**config.mk**
```make
export PLATFORM = sky130hd
export DESIGN_NAME = key_debounce
export DESIGN_NICKNAME = d
export VERILOG_FILES = /design/src/rtl/key_debounce_pkg.sv /design/src/rtl/sync2.sv /design/src/rtl/key_debounce.sv
export SDC_FILE = /design/constraint.sdc
export NUM_CORES = 1
export LEC_CHECK = 0
export ABC_AREA = 1
export CORE_UTILIZATION = 39
export CTS_BUF_LIST = sky130_fd_sc_hd__clkbuf_8 sky130_fd_sc_hd__clkbuf_16
export DETAILED_ROUTE_END_ITERATION = 16
export PLACE_DENSITY = 0.62
export SLEW_MARGIN = 20
export SYNTH_ARGS = -nofsm -noshare
export SYNTH_HDL_FRONTEND = slang
export SYNTH_SLANG_ARGS = --single-unit
```
**constraint.sdc**
```tcl
create_clock -name clk -period 4.5 [get_ports clk]
set_input_delay 0.675 -clock clk [delete_from_list [all_inputs] [get_ports clk]]
set_output_delay 0.675 -clock clk [all_outputs]
set_load 0.01 [all_outputs]
```
**src/rtl/key_debounce_pkg.sv**
```systemverilog
// Shared types and parameter arithmetic for the push-button debouncer.
`timescale 1ns/1ps
package key_debounce_pkg;

  typedef enum logic [1:0] {
    RELEASED     = 2'd0,
    WAIT_PRESS   = 2'd1,
    PRESSED      = 2'd2,
    WAIT_RELEASE = 2'd3
  } db_state_t;

  // Converts a time amount into clk cycles; unit_div is cycles-per-unit divisor (1e6 for us, 1e3 for ms).
  function automatic int cycles_for(input int clk_hz, input int unit_div, input int amount);
    int n;
    n = clk_hz / unit_div * amount;
    return (n < 1) ? 1 : n;
  endfunction

endpackage

```
**src/rtl/sync2.sv**
```systemverilog
// Two-flop synchronizer for an asynchronous active-low input; idles high.
`timescale 1ns/1ps
module sync2 (
  input  logic clk,
  input  logic nrst,
  input  logic d,
  output logic q
);

  logic meta;

  always_ff @(posedge clk or negedge nrst) begin
    if (!nrst) begin
      meta <= 1'b1;
      q    <= 1'b1;
    end else begin
      meta <= d;
      q    <= meta;
    end
  end

endmodule

```
**src/rtl/key_debounce.sv**
```systemverilog
// Push-button debouncer: synchronizes key_n, qualifies press/release, and flags long holds.
`timescale 1ns/1ps
module key_debounce
  import key_debounce_pkg::*;
#(
  parameter int CLK_FREQ_HZ   = 50_000_000,
  parameter int DEBOUNCE_US   = 10,
  parameter int LONG_PRESS_MS = 1000
) (
  input  logic clk,
  input  logic nrst,
  input  logic key_n,
  output logic key_level,
  output logic press,
  // release is a reserved word, so the release pulse carries a suffix
  output logic release_pulse,
  output logic long_press,
  output logic toggle
);

  localparam int DB_CYCLES = cycles_for(CLK_FREQ_HZ, 1_000_000, DEBOUNCE_US);
  localparam int LP_CYCLES = cycles_for(CLK_FREQ_HZ, 1_000, LONG_PRESS_MS);
  localparam int DB_W      = $clog2(DB_CYCLES) + 1;
  localparam int LP_W      = $clog2(LP_CYCLES) + 1;

  localparam logic [DB_W-1:0] DB_LAST = DB_W'(DB_CYCLES - 1);
  localparam logic [LP_W-1:0] LP_LAST = LP_W'(LP_CYCLES - 1);
  localparam logic [LP_W-1:0] LP_MAX  = LP_W'(LP_CYCLES);

  logic            key_s;
  db_state_t       state;
  logic [DB_W-1:0] db_cnt;
  logic [LP_W-1:0] hold_cnt;

  sync2 u_sync (
    .clk  (clk),
    .nrst (nrst),
    .d    (key_n),
    .q    (key_s)
  );

  // The debounce counter counts the extra stable cycles after the first
  // differing sample, so an accepted edge needs DB_CYCLES further samples.
  always_ff @(posedge clk or negedge nrst) begin
    if (!nrst) begin
      state         <= RELEASED;
      db_cnt        <= '0;
      hold_cnt      <= '0;
      key_level     <= 1'b0;
      press         <= 1'b0;
      release_pulse <= 1'b0;
      long_press    <= 1'b0;
      toggle        <= 1'b0;
    end else begin
      press         <= 1'b0;
      release_pulse <= 1'b0;
      long_press    <= 1'b0;
      case (state)
        RELEASED: begin
          if (!key_s) begin
            state  <= WAIT_PRESS;
            db_cnt <= '0;
          end
        end
        WAIT_PRESS: begin
          if (key_s) begin
            state <= RELEASED;
          end else if (db_cnt == DB_LAST) begin
            state     <= PRESSED;
            press     <= 1'b1;
            toggle    <= ~toggle;
            key_level <= 1'b1;
            hold_cnt  <= '0;
          end else begin
            db_cnt <= db_cnt + 1'b1;
          end
        end
        PRESSED: begin
          if (key_s) begin
            state  <= WAIT_RELEASE;
            db_cnt <= '0;
          end else if (hold_cnt != LP_MAX) begin
            hold_cnt <= hold_cnt + 1'b1;
            if (hold_cnt == LP_LAST) long_press <= 1'b1;
          end
        end
        WAIT_RELEASE: begin
          // A bounce back to pressed resumes the hold count where it stopped.
          if (!key_s) begin
            state <= PRESSED;
          end else if (db_cnt == DB_LAST) begin
            state         <= RELEASED;
            release_pulse <= 1'b1;
            key_level     <= 1'b0;
          end else begin
            db_cnt <= db_cnt + 1'b1;
          end
        end
        default: state <= RELEASED;
      endcase
    end
  end

endmodule

```
# == After elaboration in Yosys (flattened, before gate mapping) ==
# Index checks and enable logic that the tools add are counted.
# totals
register_bits,46
out_inout_bits,5
inputBits,3
# op_classes
n_reduce_logical,8
eq_ne,16
mux,32
add_sub_neg,2
bitwise_logic,2
# op_table
cell,n
two-way mux 27 bit,4
one-hot mux 27 bit (2 select lines),1
two-way mux 10 bit,5
one-hot mux 10 bit (4 select lines),1
adder 27 x 1 -> 27 bit (second input constant),1
== test 27 x 26 -> 1 bit (second input constant),1
inequality test 27 x 26 -> 1 bit (second input constant),1
two-way mux 1 bit,13
two-way mux 2 bit,6
inequality test 2 bit (second input constant),6
adder 10 x 1 -> 10 bit (second input constant),1
== test 10 x 9 -> 1 bit (second input constant),1
AND reduction 5 bit,2
one-hot mux 2 bit (4 select lines),1
AND reduction 4 bit,2
== test 2 bit (second input constant),2
inequality test 2 x 1 -> 1 bit (second input constant),2
nonzero test 2 bit,2
inequality test 3 x 2 -> 1 bit (second input constant),1
inequality test 3 bit (second input constant),1
AND reduction 3 bit,1
== test 2 x 1 -> 1 bit (second input constant),1
logical NOT 2 bit,1
inverter 1 bit,2
one-hot mux 1 bit (2 select lines),1

# == Longest topological paths before layout ==
# depth
ltp_word,5
mapped_depth,13
ltp_nobuf,12

# == Hierarchy ==
# Synthesis repeated with hierarchy kept, for this count alone.
# unflattened
cells_unflattened,448
area_unflattened_um2,3062.9
# by_module_without_submodules
mod,instances,cells_each,area_each_um2
key_debounce,1,446,3010.4
sync2,1,2,52.6

# == Worst setup path after synthesis ==
# Ideal clock, no wire load.
# synth_timing
path_type,register to register
startpoint,register db_cnt[0]
endpoint,register hold_cnt[22]
n_path_buf,1
stages_incl_launch_ff,10
path_slack_ns,2.971
arrival_time_ns,1.412
required_time_ns,4.383
path_cell_list,dfrtp_1 -> ha_1 -> inv_1 -> nor3_1 -> nand2_1 -> nand2_1 -> nand2_4 -> buf_8 -> nand2_1 -> nand2_1
# synth_via
elab_chain_cells,3
# synth_lines
item,line_no,text
"start, declared",key_debounce.sv:32,logic [DB_W-1:0] db_cnt;
"start signal, assigned",key_debounce.sv:75,db_cnt <= db_cnt + 1'b1;
"start signal, assigned",key_debounce.sv:96,db_cnt <= db_cnt + 1'b1;
== test 10 x 9 -> 1 bit,key_debounce.sv:68,end else if (db_cnt == DB_LAST) begin
inequality test 2 bit (no source line),-,
AND reduction 5 bit (no source line),-,
"end signal, assigned",key_debounce.sv:83,hold_cnt <= hold_cnt + 1'b1;
"end, declared",key_debounce.sv:33,logic [LP_W-1:0] hold_cnt;
# No other way between the ends.
# A chain may end at the register's enable or synchronous reset.

# == Final worst setup path ==
# layout_timing
startpoint,register db_cnt[0]
endpoint,register hold_cnt[18]
# The elaborated chain is that of the path after synthesis.

==> summary.txt <==
Timing
  • Final Hold Vio Count: 0
  • Final setup TNS: 0 ns
  • Max Transition Viols Final: 0
  • F_max: 493 MHz
  • Tightest Pin Transition: 0.619 ns
  • Fin crit period: 2.03 ns
  • Clk_skew: 0.0176 ns
  • Unrepaired setup endpoints after global routing: false
  • Worst relative slew slack: 58.7%
  • Crit share post-route: 45.1%
  • Final setup violation count: 0
  • Final hold slack: 0.354 ns

Finish
  • Layout area overhead: 7.25%
  • Filler cell count: 736
  • Fin nets: 434
  • N_diodes: 0
  • Design area: 3070 sq um
  • Core Util, Final: 44.2%
  • Share of cells above drive strength 1: 4.21%

Routing
  • Via/cell ratio: 4.89
  • 1st-iter DRT viols: 178
  • DRC viols: 0
  • Routed WL per cell: 12.0 um
  • Via count: 2563
  • First-pass DRT Iterations: 4
  • Detail Route Antenna Nets: 0
  • Post-Route WL: 6290 um

Clock network
  • Reg clk slew, reported paths: 0.09 ns
  • Longest Clk Path Bufs: 2
  • Cts hold-fix bufs: 0
  • CTS Sinks: 46
  • Post-CTS Setup Bufs: 0
  • CTS H-tree lvls: 2
  • CTS tree: yes
  • CTS Root Cell: clkbuf_8
  • Latest clock arrival within the worst-skew pair: 0.30 ns
  • Num CTS Buffers: 5
  • Post-cts resize count: 0

Floorplanning
  • Starting density of the core: 41.2%
  • Die Ht: 87.7 um
  • Ports: 8
  • Std cell rows: 30
  • Core footprint: 6940 sq um
  • Die width: 87.7 um
  • Die area: 7690 sq um

Synthesis
  • Warnings, synthesis: 0
  • Async SR Flop Fraction: 100%
  • Net Count, Synth: 428
  • Post-synth top area share: 38.4%
  • Ys flop type: dfrtp_1
  • Synth area leaders: dfrtp_1 (38%), nand2_1 (21%), nand3_1 (7.5%)
  • Synth area leader: dfrtp_1
  • EDFF count, synth: 0
  • Post-synthesis sequential area ratio: 40.3%
  • Mapped cell area: 2860 sq um
  • Synth top cells by count: nand2_1 (159), nor2_1 (56), dfrtp_1 (44), nand3_1 (43), inv_1 (42)
  • Most frequent cell after synthesis: nand2_1
  • Mapped Cells: 422
  • Synth cell types: 28
  • #FFs+latches synth: 46
  • Mapped Avg Cell Area: 6.79 sq um

Critical path
  • Setup crit end kind: flip-flop
  • Worst setup SP type: flip-flop
  • Crit path DAT: 2.21 ns
  • Crit Path Category: flip-flop to flip-flop
  • Worst-path fanout max: 27
  • Worst EP required: 4.68 ns

GRT
  • Grt total ovfl: 0
  • Vias in the first global route: 2328
  • Largest net degree at the start of global routing: 47
  • Initial antenna violation count: 0
  • Total GRT Usage: 18.5%
  • First-pass GRT wire length: 11200 um

Pwr
  • Leak: 1.41 nW
  • Power per standard cell area: 227 nW/um^2
  • Power Total: 0.000698 W
  • Worst VDD drop: 0.000133 V

Hold path
  • Hold Crit Class: flip-flop to flip-flop

Outcome
  • Outcome: finished, final reports clean

Place
  • Placed cell areas: 2990 sq um
  • RePlAce Congestion: 0.877
  • IO buf count: 7
  • DP HPWL: 4620 um

Run
  • Total of max-cap violations: 0
[cells by family (layout without fill, tap and decap cells)]
logic type	Yosys count	after routing	share of synthesized area (%)
DFF	46	46	40.3
and+or+nand+nor	288	288	42.9
xor gates and xnor gates	11	11	3.36
adders and majority gates	3	3	1.31
buffers and inverters	52	58	7.91
AOI/OAI and AO/OA	22	22	4.19
[metrics by stage]
stage	cells	setup WS (ns)
5_1_grt	524	2.20
2_1_floorplan	422	2.97
4_1_cts	524	2.47
3_3_place_gp	517	2.52
6_report	524	2.47
3_5_place_dp	517	2.49
[critical path: stages, from the launching register on]
cell	delay [ns]
dfrtp_1	0.44
ha_1	0.22
inv_1	0.05
nor3_1	0.23
nand2_1	0.14
nand2_1	0.36
nand2_4	0.28
nand2_1	0.14
nand2_1	0.05
[path summary, 6_finish.rpt]
path / from / cells past startpoint / slack (ns) / endpoint
max: db_cnt[0] / 8 / 2.47 / hold_cnt[18]
min: u_sync.meta / 0 / 0.35 / u_sync.q
max reg2reg: db_cnt[0] / 8 / 2.47 / hold_cnt[18]
min reg2reg: u_sync.meta / 0 / 0.35 / u_sync.q
max in group asynchronous: nrst / 2 / 3.62 / hold_cnt[21]
min in group asynchronous: nrst / 2 / 0.47 / press
[final cells by class]
class	count	area, sq um	share of cell area (%)
Clock buffer	5	68.8	2.24
Clock inverter	2	11.3	0.367
Inverter	43	161	5.25
Multi-Input combinational cell	324	1480	48.3
Sequential cell	46	1150	37.6
Tap cell	96	120	3.91
Timing Repair Buffer	8	72.6	2.36
[layer usage]
metal,track usage (%),share of wire (%),routed length (um)
met1,26.8,51,3230
met2,29.0,44,2750
met3,2.92,3.8,241
met4,4.62,1.1,72
met5,0,0,0
[cells in the final DEF, fill, tap and decap left out, types with 4 or more instances in the layout]
master           instances
o21ai_0                 14
clkbuf_8                 5
nand3_1                 43
nor3b_1                  4
dfrtp_1                 44
a21oi_1                  4
inv_1                   43
xor2_1                   8
clkdlybuf4s50_1          6
nand2_1                159
nand3b_1                 4
nor3_1                   6
nand4_1                  9
nor2_1                  56
[state kept, by name, indices dropped and copies added, names as in the netlist, named ones only]
signal / cells
db_cnt: 10
hold_cnt: 27
key_level: 1
long_press: 1
press: 1
release_pulse: 1
state: 1
toggle: 1
u_sync.meta: 1
u_sync.q: 1
[report_power, final]
group | internal, W | leakage [nW] | switching (W)
registers | 0.000418 | 0.632 | 0.00000566
logic | 0.00000680 | 0.740 | 0.0000226
clock network | 0.000105 | 0.0414 | 0.000140
No activity file was read; power rests on OpenSTA's default activity.
